===== src/rtl/status_display_gen.sv =====
// Status indicator driver: turns attempt results into a timed tri-colour LED
// indication (green on success, blinking red on failure, solid red during
// lockout after repeated failures) and shows a count on a small LED bank.
// Timing is expressed in 1 ms ticks derived from the clock by a prescaler.

module status_display_gen #(
  parameter int N_LEDS    = 4,
  parameter int CW        = 4,
  parameter int TICK_DIV  = 5000,
  parameter int HOLD_MS   = 2000,
  parameter int BLINK_MS  = 250,
  parameter int MAX_FAILS = 3,
  parameter int LOCK_MS   = 10000,
  parameter int THERMO    = 0
) (
  input  logic              clk,
  input  logic              reset,
  input  logic [1:0]        status,
  input  logic [CW-1:0]     count,
  output logic [1:0]        tri_colour,
  output logic [N_LEDS-1:0] leds
);

  // Counter widths: each counter only ever holds 0 .. limit-1 before it is
  // cleared or the state exits, so $clog2(limit) bits never wrap.
  localparam int MS_MAX  = (HOLD_MS > LOCK_MS) ? HOLD_MS : LOCK_MS;
  localparam int PRESC_W = (TICK_DIV  > 1) ? $clog2(TICK_DIV)  : 1;
  localparam int MS_W    = (MS_MAX    > 1) ? $clog2(MS_MAX)    : 1;
  localparam int BLINK_W = (BLINK_MS  > 1) ? $clog2(BLINK_MS)  : 1;
  localparam int FAIL_W  = (MAX_FAILS > 1) ? $clog2(MAX_FAILS) : 1;

  localparam logic [1:0] STATUS_FAIL    = 2'b01;
  localparam logic [1:0] STATUS_SUCCESS = 2'b10;

  localparam logic [1:0] COLOUR_OFF   = 2'b00;
  localparam logic [1:0] COLOUR_RED   = 2'b01;
  localparam logic [1:0] COLOUR_GREEN = 2'b10;

  typedef enum logic [1:0] {
    ST_IDLE,
    ST_FAIL,
    ST_SUCCESS,
    ST_LOCKOUT
  } state_t;

  state_t              state;
  logic [1:0]          status_q;
  logic [1:0]          status_prev;
  logic                q_valid;
  logic                prev_valid;
  logic [FAIL_W-1:0]   fail_cnt;
  logic [PRESC_W-1:0]  presc;
  logic [MS_W-1:0]     ms;
  logic [BLINK_W-1:0]  blink;
  logic [N_LEDS-1:0]   count_disp;

  logic evt_change;
  logic fail_evt;
  logic succ_evt;
  logic take_evt;
  logic fail_last;
  logic tick;
  logic hold_done;
  logic lock_done;
  logic blink_flip;

  // Status history. The valid bits keep a status that is already nonzero when
  // reset releases from looking like a fresh edge against the cleared history.
  always_ff @(posedge clk) begin
    // NOTE: sequential state uses non-blocking assignments so every register
    // samples the pre-edge values of the others, independent of code order.
    if (reset) begin
      status_q    <= 2'b00;
      status_prev <= 2'b00;
      q_valid     <= 1'b0;
      prev_valid  <= 1'b0;
    end else begin
      status_q    <= status;
      status_prev <= status_q;
      q_valid     <= 1'b1;
      prev_valid  <= q_valid;
    end
  end

  // Events fire only on a change into FAIL or SUCCESS; 11 and held values are quiet.
  assign evt_change = prev_valid && (status_q != status_prev);
  assign fail_evt   = evt_change && (status_q == STATUS_FAIL);
  assign succ_evt   = evt_change && (status_q == STATUS_SUCCESS);
  assign take_evt   = (fail_evt || succ_evt) && (state != ST_LOCKOUT);
  assign fail_last  = (fail_cnt == FAIL_W'(MAX_FAILS - 1));

  // Timer decode: a tick completes on the last prescaler cycle of each ms.
  assign tick       = (presc == PRESC_W'(TICK_DIV - 1));
  assign hold_done  = tick && (ms == MS_W'(HOLD_MS - 1));
  assign lock_done  = tick && (ms == MS_W'(LOCK_MS - 1));
  assign blink_flip = tick && (blink == BLINK_W'(BLINK_MS - 1));

  // Count display pattern: binary (zero-extend/truncate) or saturating thermometer.
  always_comb begin
    // NOTE: every combinational output gets a default first so no path can
    // leave it unassigned and infer a latch.
    count_disp = '0;
    if (THERMO != 0) begin
      for (int i = 0; i < N_LEDS; i++) begin
        count_disp[i] = (32'(count) > 32'(i));
      end
    end else begin
      count_disp = N_LEDS'(count);
    end
  end

  // Indication FSM with registered outputs; timers run by default and are
  // cleared on every state entry and while idle.
  always_ff @(posedge clk) begin
    if (reset) begin
      state      <= ST_IDLE;
      fail_cnt   <= '0;
      presc      <= '0;
      ms         <= '0;
      blink      <= '0;
      tri_colour <= COLOUR_OFF;
      leds       <= '0;
    end else begin
      // NOTE: defaults here are overridden by later assignments in this block;
      // the last non-blocking assignment to a register in a cycle wins.
      leds  <= count_disp;
      presc <= tick ? '0 : presc + 1'b1;
      if (tick) begin
        ms <= ms + 1'b1;
      end
      if (blink_flip) begin
        blink <= '0;
      end else if (tick) begin
        blink <= blink + 1'b1;
      end

      if (take_evt) begin
        presc <= '0;
        ms    <= '0;
        blink <= '0;
        if (succ_evt) begin
          fail_cnt   <= '0;
          state      <= ST_SUCCESS;
          tri_colour <= COLOUR_GREEN;
        end else if (fail_last) begin
          fail_cnt   <= '0;
          state      <= ST_LOCKOUT;
          tri_colour <= COLOUR_RED;
          leds       <= '0;
        end else begin
          fail_cnt   <= fail_cnt + 1'b1;
          state      <= ST_FAIL;
          tri_colour <= COLOUR_RED;
        end
      end else begin
        case (state)
          ST_IDLE: begin
            presc      <= '0;
            ms         <= '0;
            blink      <= '0;
            tri_colour <= COLOUR_OFF;
          end
          ST_FAIL: begin
            if (hold_done) begin
              state      <= ST_IDLE;
              tri_colour <= COLOUR_OFF;
              presc      <= '0;
              ms         <= '0;
              blink      <= '0;
            end else if (blink_flip) begin
              tri_colour <= (tri_colour == COLOUR_RED) ? COLOUR_OFF : COLOUR_RED;
            end
          end
          ST_SUCCESS: begin
            if (hold_done) begin
              state      <= ST_IDLE;
              tri_colour <= COLOUR_OFF;
              presc      <= '0;
              ms         <= '0;
              blink      <= '0;
            end
          end
          ST_LOCKOUT: begin
            if (lock_done) begin
              state      <= ST_IDLE;
              tri_colour <= COLOUR_OFF;
              presc      <= '0;
              ms         <= '0;
              blink      <= '0;
            end else begin
              leds <= '0;
            end
          end
          default: begin
            state      <= ST_IDLE;
            tri_colour <= COLOUR_OFF;
            presc      <= '0;
            ms         <= '0;
            blink      <= '0;
          end
        endcase
      end
    end
  end

endmodule


===== config.mk =====
export PLATFORM = sky130hd
export DESIGN_NAME = status_display_gen
export DESIGN_NICKNAME = d
export VERILOG_FILES = /design/src/rtl/status_display_gen.sv
export SDC_FILE = /design/constraint.sdc
export NUM_CORES = 1
export LEC_CHECK = 0
export ABC_CLOCK_PERIOD_IN_PS = 4400
export CORE_ASPECT_RATIO = 0.9
export CORE_MARGIN = 8
export CORE_UTILIZATION = 30
export CTS_CLUSTER_SIZE = 25
export DETAILED_ROUTE_END_ITERATION = 10
export DONT_BUFFER_PORTS = 1
export GPL_TIMING_DRIVEN = 0
export PLACE_DENSITY = 0.48
export SLEW_MARGIN = 20
export SYNTH_ARGS = -nofsm -noshare
export SYNTH_HDL_FRONTEND = slang
export SYNTH_SLANG_ARGS = --single-unit
export TNS_END_PERCENT = 1

===== constraint.sdc =====
create_clock -name clk -period 4.4 [get_ports clk]
set_input_delay 0.66 -clock clk [delete_from_list [all_inputs] [get_ports clk]]
set_output_delay 0.66 -clock clk [all_outputs]
set_load 0.05 [all_outputs]

==> results by group <==
Placement
  • Placed inst area: 2420 sq um
  • Routability-driven placement congestion ratio: 0.743
  • Sum of net half-perimeters after detailed placement: 2980 um
  • Port Buffers: 0

Worst setup path
  • Worst EP required: 4.56 ns
  • Critical path buffer and inverter count: 1
  • Cell-by-cell listing of the critical path: ha_1, and3b_1, nand4_2, or4_4, and4_4, a31oi_4, buf_6, nor3_1
  • Largest delay contributor family on the critical path: simple AND/OR/NAND/NOR gates
  • Worst Setup Start Kind: flip-flop
  • Crit path kind: reg2reg
  • Crit-path slowest cell: sky130_fd_sc_hd__or4_4
  • Max FO, Critical Path: 10
  • Capturing element type of the critical path: flip-flop
  • Crit-path max cell delay: 0.62 ns
  • Slack of the worst reg-to-reg path: 1.84 ns
  • Crit path arrival time: 2.72 ns

Power and ir drop
  • Sum of internal, switching and leakage power: 766 uW
  • Leak Pwr: 0.000777 uW
  • Ratio of total power to cell area: 306 nW/um^2
  • Worst ir drop on vdd: 126 uV

Logic synthesis
  • Post-synth top flop: sky130_fd_sc_hd__dfxtp_1
  • Number of flops mapped to enable cells by yosys: 0
  • Number of synthesized register bits: 51
  • Post-synth top area share: 44.5%
  • Synth Instances: 257
  • Yosys warnings: 0
  • Number of nets produced by synthesis: 273
  • Mean instance size in the synthesized netlist: 8.92 sq um
  • Number of distinct library cell variants in the gate-level netlist after synthesis: 45
  • Sequential element share of the synthesized area: 44.5%
  • Async S/R FF share, synth: 0%
  • Top cells by area, synth: sky130_fd_sc_hd__dfxtp_1, sky130_fd_sc_hd__nor2_1, sky130_fd_sc_hd__xnor2_1
  • Area of the mapped netlist: 2290 sq um
  • Cell taking the most area after synthesis: sky130_fd_sc_hd__dfxtp_1

STA
  • Timing-limited maximum frequency: 0.391 GHz
  • Headroom to the max-slew limit: 49.5%
  • Slew at the pin closest to its max-slew limit: 0.751 ns
  • Worst setup skew after layout: 0.0129 ns
  • Final slew viol count: 0
  • Count of endpoints failing setup in the final report: 0
  • Final period demand of the worst path: 2.56 ns
  • RSZ-0062 raised after global routing: false
  • Total negative setup slack: 0 ns
  • Final critical-path share of the clock period: 58.2%
  • Hold violation count in the final report: 0

Final layout
  • Share of final-layout standard cells stronger than drive strength 1: 6.42%
  • Layout-stage area growth over the synthesis result: 9.22%
  • Final non-filler cell area: 2500 sq um
  • Post-layout nets: 280
  • Diode insertion count for antenna repair: 0

Clock tree
  • Maximum level of the CTS H-tree: 2
  • Clock root buffer: sky130_fd_sc_hd__clkbuf_8
  • Post CTS Setup Buffer Count: 0
  • TritonCTS clock tree: done
  • Resized Gates After CTS: 0
  • CTS Buf Count: 5
  • Clock tree buffer depth: 2
  • Total of hold buffers inserted after clock tree synthesis: 0
  • TritonCTS Sinks: 51
  • Clock transition at the register clock pins on the worst setup and hold paths after CTS: 0.10 ns
  • Clk_lat worst skew: 0.30 ns

Global route
  • Pin count of the biggest net entering global routing: 16
  • Initial antenna violation count: 0
  • Gr ovfl total: 0
  • Total global-route track usage: 8.55%
  • Global-route wire length before repair: 7500 um
  • Via count of the first global-routing pass: 1642

Drt
  • Total met3 wirelength after detailed routing: 104 um
  • 1st-pass router iterations: 3
  • Iteration-0 DRC Markers: 55
  • Post-DRT Antenna Nets: 0
  • Wl on met1: 2180 um
  • Average wire per cell in the routed design: 11.6 um
  • Number of remaining DRC errors: 0
  • Aggregate routed wire length: 4190 um
  • Vias: 1646
  • Top layer reached by signal wires: met4
  • Routed via count divided by cell count: 4.56
  • Routed length on met2: 1830 um

Job
  • Number of max-capacitance violations reported: 0

Die
  • I/O pin total: 14
  • Core region area: 7470 sq um
  • Horizontal die dimension: 108 um
  • Floorplan die area: 10700 sq um
  • Height of the chip: 99.0 um
  • Cell Rows: 30
  • Initial core utilization: 30.7%

Worst hold path
  • Classification of the worst-slack hold path: in2reg

Run status
  • Result of the run: complete, no violations
==> per-stage QoR <==
step                hold WS (ns)  setup slack (ns)  util [%]  instances
detailed placement         0.436              1.85      32.4        353
global placement           0.419              1.87      32.3        353
CTS                        0.406              1.82      33.5        361
global route               0.403              1.73      33.5        361
floorplan                  0.414              2.16         -        257
finish                     0.421              1.84      33.5        361
==> report_power, final <==
| part | leakage (uW) | internal (uW) | switching, uW |
|---|---|---|---|
| Clock | 0.0000412 | 111 | 151 |
| Sequential | 0.000414 | 468 | 14.4 |
| Combinational | 0.000322 | 8.95 | 12.1 |
==> path summary, 6_finish.rpt <==
kind         cells past startpoint                 from               endpoint
max                              8  presc[0]$_SDFF_PP0_    blink[2]$_SDFF_PP0_
min                              1                reset  prev_valid$_SDFF_PP0_
max reg2reg                      8  presc[0]$_SDFF_PP0_    blink[2]$_SDFF_PP0_
min reg2reg                      1      q_valid$_DFF_P_  prev_valid$_SDFF_PP0_
==> registers in the layout, summed over array words and instances, names as in the netlist <==
register	cells
presc	13
status_q	2
q_valid	1
status_prev	2
fail_cnt	2
state	2
ms	14
tri_colour	2
blink	8
prev_valid	1
leds	4
==> final cells by class <==
type / count / area (sq um)
Sequential cell: 51 / 1020
Clock buffer: 6 / 72.6
Tap cell: 96 / 120
Fill cell: 766 / 4960
Clock inverter: 2 / 12.5
Multi-Input combinational cell: 189 / 1200
Inverter: 9 / 33.8
Buffer: 8 / 46.3
==> logic make-up after synthesis <==
group           synth area share [%]
simple gates                    29.5
xor+xnor                        11.8
fa+ha+maj                       4.36
buf+inv                         3.49
compound gates                  6.27
flops                           44.5
==> cells in the final DEF (no fill, tap or decap), types with 2 or more instances in the layout <==
cell / n
sky130_fd_sc_hd__and2_1: 4
sky130_fd_sc_hd__nor4_1: 2
sky130_fd_sc_hd__nand3_1: 13
sky130_fd_sc_hd__nand4_1: 5
sky130_fd_sc_hd__buf_6: 2
sky130_fd_sc_hd__ha_1: 8
sky130_fd_sc_hd__clkbuf_8: 5
sky130_fd_sc_hd__xnor2_1: 17
sky130_fd_sc_hd__nand3b_1: 2
sky130_fd_sc_hd__nand2b_1: 3
sky130_fd_sc_hd__a221oi_1: 2
sky130_fd_sc_hd__clkbuf_1: 6
sky130_fd_sc_hd__and4_1: 2
sky130_fd_sc_hd__nor3b_1: 3
sky130_fd_sc_hd__and3_1: 3
sky130_fd_sc_hd__a21oi_1: 4
sky130_fd_sc_hd__nor2_1: 45
sky130_fd_sc_hd__nor3_1: 12
sky130_fd_sc_hd__nand2_1: 22
sky130_fd_sc_hd__dfxtp_1: 51
sky130_fd_sc_hd__nor2b_1: 5
sky130_fd_sc_hd__xor2_1: 14
sky130_fd_sc_hd__inv_1: 9
==> synthesized netlist by cell type (5+ instances only) <==
library cell,count
sky130_fd_sc_hd__dfxtp_1,51
sky130_fd_sc_hd__nor2_1,45
sky130_fd_sc_hd__nand2_1,22
sky130_fd_sc_hd__xnor2_1,17
sky130_fd_sc_hd__xor2_1,14
sky130_fd_sc_hd__nand3_1,13
sky130_fd_sc_hd__nor3_1,12
sky130_fd_sc_hd__inv_1,9
sky130_fd_sc_hd__ha_1,8
sky130_fd_sc_hd__clkbuf_1,5
sky130_fd_sc_hd__nand4_1,5
sky130_fd_sc_hd__nor2b_1,5
==> worst reg2reg max path, delay by kind of cell (launching register included) <==
kind	cells	cell delay, ns
fa+ha+maj	1	0.27
simple gates	5	1.35
flops	1	0.39
compound gates	1	0.21
buf+inv	1	0.18
==> routing by layer <==
layer / track usage (%) / up-vias
li1: - / 880
met1: 10.7 / 751
met2: 13.4 / 10
met3: 2.35 / 5
met4: 3.52 / 0
met5: 0 / -
No activity file was read; power rests on OpenSTA's default activity.
==> RTL edit 1: new RTL, same settings <==
Encoding of `state_t`: now Gray code (2 bits for 4 states).
--- a/src/rtl/status_display_gen.sv
+++ b/src/rtl/status_display_gen.sv
@@ -38,8 +38,8 @@
 
   typedef enum logic [1:0] {
-    ST_IDLE,
-    ST_FAIL,
-    ST_SUCCESS,
-    ST_LOCKOUT
+    ST_IDLE    = 2'b00,
+    ST_FAIL    = 2'b01,
+    ST_SUCCESS = 2'b11,
+    ST_LOCKOUT = 2'b10
   } state_t;
 
Formal check against the unedited RTL: same outputs for any inputs over 10 cycles, from zero or initial values and one cycle with reset high; not proved beyond that.
==> RTL edit 1 against the unedited design <==
- sequential cell count did not move
- critical path depth unchanged
- area after synthesis decreased by 1.1%
- final cell count fell by 2.8%
- setup slack better by 0.22 ns
- power is 10% higher
- cell area grew 0.20%
- wire length grew 1.9%
- critical endpoint unchanged
==> RTL edit 1: results <==
[status]
status = completed

[final_layout]
fillers = 790
drive_above_1_share_pct = 8.235
final_nets = 266

[power]
leakage_uw = 0.0008327
ir_drop_v = 0.0001156

[place]
dp.final_hpwl_mm = 3.068
dpl_worst_slack_ns = 2.028
place.gp.congestion = 0.7212

[sta]
period_needed_ns = 2.335
hold-worst-slack_ns = 0.4473
skew_ns = 0.01068
tightest_slew_ns = 0.8678

[setup_path]
reg2reg_depth = 8
r2r_setup_slack_ns = 2.06
cp-end-kind = flop
crit_path_max_incr_delay_ns = 0.53
critical_path_arrival_ns = 2.50
crit-reg2reg-launch = presc[0]

[worst_hold_path]
hold_class = reg -> reg
worstHoldStart = q_valid
holdPathEnd = prev_valid

[global_route]
grt_usage_pct = 8.643
grt_pass1_wl_mm = 7.631
grt_max_degree = 17
grt_pass1_vias = 1629

[routing]
drt-initial-drc-count = 73
wl_per_cell_um = 12.15
first_pass_iters = 4
vias_per_cell = 4.769

[clocking]
cts.htree.levels = 2
cts_root_buf = clkbuf_8

[logic_synthesis]
seq_area_frac_synth_pct = 45.01
synth_nets = 259
synth_cell_types = 44
ys_top_cells_by_count = dfxtp_1, nor2_1, xor2_1
synth_area_leaders = dfxtp_1, xor2_1, nor2_1, nand3_1, xnor2_1
ys_async_sr_fraction_pct = 0
ys_warn_count = 0
## RTL edit 1: cell count changes after synthesis, sizes merged, moves of 4 or more
| cell | delta |
|---|---|
| ha | -4 |
| nand2 | -4 |
| nor2 | -11 |
| and3 | +7 |
| xor2 | +8 |
| xnor2 | -8 |
## RTL edit 1: metal layers
layer  track usage [%]  vias up  wire, µm
met5                 0        -         0
met4             1.919        0        24
met3             2.674        2       217
met2             12.69       20      1750
met1             11.96      783      2270
li1                  -      869         -
## RTL edit 1: report_power, final
part           internal, µW  switching, µW
sequential              468           13.9
clock                   187            157
combinational          8.23           10.1
total                   663            181
## RTL edit 1: kinds of logic (layout without fill, tap and decap cells)
logic type	after synthesis	after routing	share of synthesized area, %
flip-flops	51	51	45.01
adder cells (fa/ha/maj)	4	4	2.206
XOR/XNOR	31	31	11.97
buffers and inverters	12	20	2.703
AO/OA/AOI/OAI	22	22	7.005
AND/OR/NAND/NOR	127	127	31.11
## RTL edit 1: area by class of cell
class                      instances  share of cell area (%)
clock inverter                     2                   1.545
inverter                           7                   1.047
sequential                        51                   40.68
multi-input combinational        184                   47.26
clock buffer                       6                   3.290
buffer                             5                   1.396
tap                               96                   4.786
## RTL edit 1: per-stage QoR
step / total power, µW / utilization [%] / instance area (µm²) / std cells
floorplan: 506.5 / - / 2268 / 247
global placement: 511.1 / 32.14 / 2389 / 343
detailed placement: 511.1 / 32.14 / 2389 / 343
CTS: 856.3 / 33.77 / 2510 / 351
global route: 878.3 / 33.77 / 2510 / 351
finish: 843.9 / 33.77 / 2510 / 351
## RTL edit 1: worst max-delay path: cells and delay by family (launching register included)
family | cells | cell delay, ns
and+or+nand+nor | 4 | 1.01
DFF | 1 | 0.41
AOI/OAI and AO/OA | 2 | 0.36
adders and majority gates | 1 | 0.28
buffers and inverters | 1 | 0.15
==> RTL edit 2: new RTL, same flow settings <==
Made on the original files. The parameter `N_LEDS` goes from 4 to 2.
--- a/src/rtl/status_display_gen.sv
+++ b/src/rtl/status_display_gen.sv
@@ -5,5 +5,5 @@
 
 module status_display_gen #(
-  parameter int N_LEDS    = 4,
+  parameter int N_LEDS    = 2,
   parameter int CW        = 4,
   parameter int TICK_DIV  = 5000,
Ports: changed (resized leds); port bits go from 14 to 12. No check against the original RTL was run, so the function may have changed too.
==> RTL edit 2 against the unedited design <==
- highest routed layer unchanged
- largest power group unchanged
- largest cell class unchanged
- cell area fell by 2.8%
- synthesized cell count down 4.7%
- sequential cell count down 2
- critical endpoint is now blink[0]
- power up 4.6%
- worst hold slack better by 0.00085 ns
- setup slack improved by 0.37 ns
- critical path depth unchanged
- area after synthesis decreased by 4.0%
- critical path type unchanged
- wire length down 9.0%
==> RTL edit 2: results <==
[routing]
vias = 1599
drt-initial-drc-count = 72
drt-total-wl_mm = 3.810
first_pass_iters = 4

[logic_synthesis]
synth_nets = 261
synth_cell_types = 36
synth_area_leaders = dfxtp_1, nor2_1, xnor2_1, xor2_1, ha_1
seq_area_frac_synth_pct = 44.55
avgSynthCellArea_um2 = 8.988
ys_top_cells_by_count = dfxtp_1, nor2_1, nand2_1

[global_route]
grt_max_degree = 15
grt_pass1_wl_mm = 6.858
grt_pass1_vias = 1471
grt_usage_pct = 8.013

[sta]
hold-worst-slack_ns = 0.4220
skew_ns = 0.007507
period_needed_ns = 2.188
tightest_slew_ns = 0.5315

[place]
place_inst = 338
placed_area_um2 = 2318
dp.final_hpwl_mm = 2.799
dpl_worst_slack_ns = 2.171
place.gp.congestion = 0.7483

[status]
status = completed

[setup_path]
crit_path_max_incr_delay_ns = 0.51
critical_path_arrival_ns = 2.42
path_max_fanout = 9
rr_endpoint = blink[0]
crit_slowest_cell = a2111o_1

[power]
leakage_uw = 0.0007973
seq_power_uw = 457
p_int_uw = 640.9
power_density_nw_per_um2 = 329.1
clock_power_share_pct = 41.0
ir_drop_v = 0.0001580

[final_layout]
final_util_pct = 34.41
stdcell_count = 346
drive_above_1_share_pct = 6.719
final_nets = 268
fillers = 744

[clocking]
path_clk_slew_ns = 0.08
## RTL edit 2: cells by family (layout without fill, tap and decap cells)
family,Yosys count,count (layout),synth area share [%]
AO/OA/AOI/OAI,21,21,5.966
adder cells (fa/ha/maj),8,8,4.546
buffers and inverters,15,23,3.636
AND/OR/NAND/NOR,123,123,29.77
flip-flops,49,49,44.55
XOR/XNOR,29,29,11.53
## RTL edit 2: area by class of cell
class                      count  share of cell area [%]
multi-input combinational    181                   46.87
sequential                    49                   40.29
tap                           93                   4.779
clock buffer                   7                   3.546
buffer                         6                   1.901
inverter                       9                   1.387
clock inverter                 1                   1.233
## RTL edit 2: routing by layer
| layer | up-vias | routed length (µm) | track usage (%) |
|---|---|---|---|
| met5 | - | 0 | 0 |
| met4 | 0 | 74 | 3.568 |
| met3 | 8 | 104 | 2.188 |
| met2 | 9 | 1657 | 12.02 |
| met1 | 736 | 1973 | 10.40 |
| li1 | 846 | - | - |
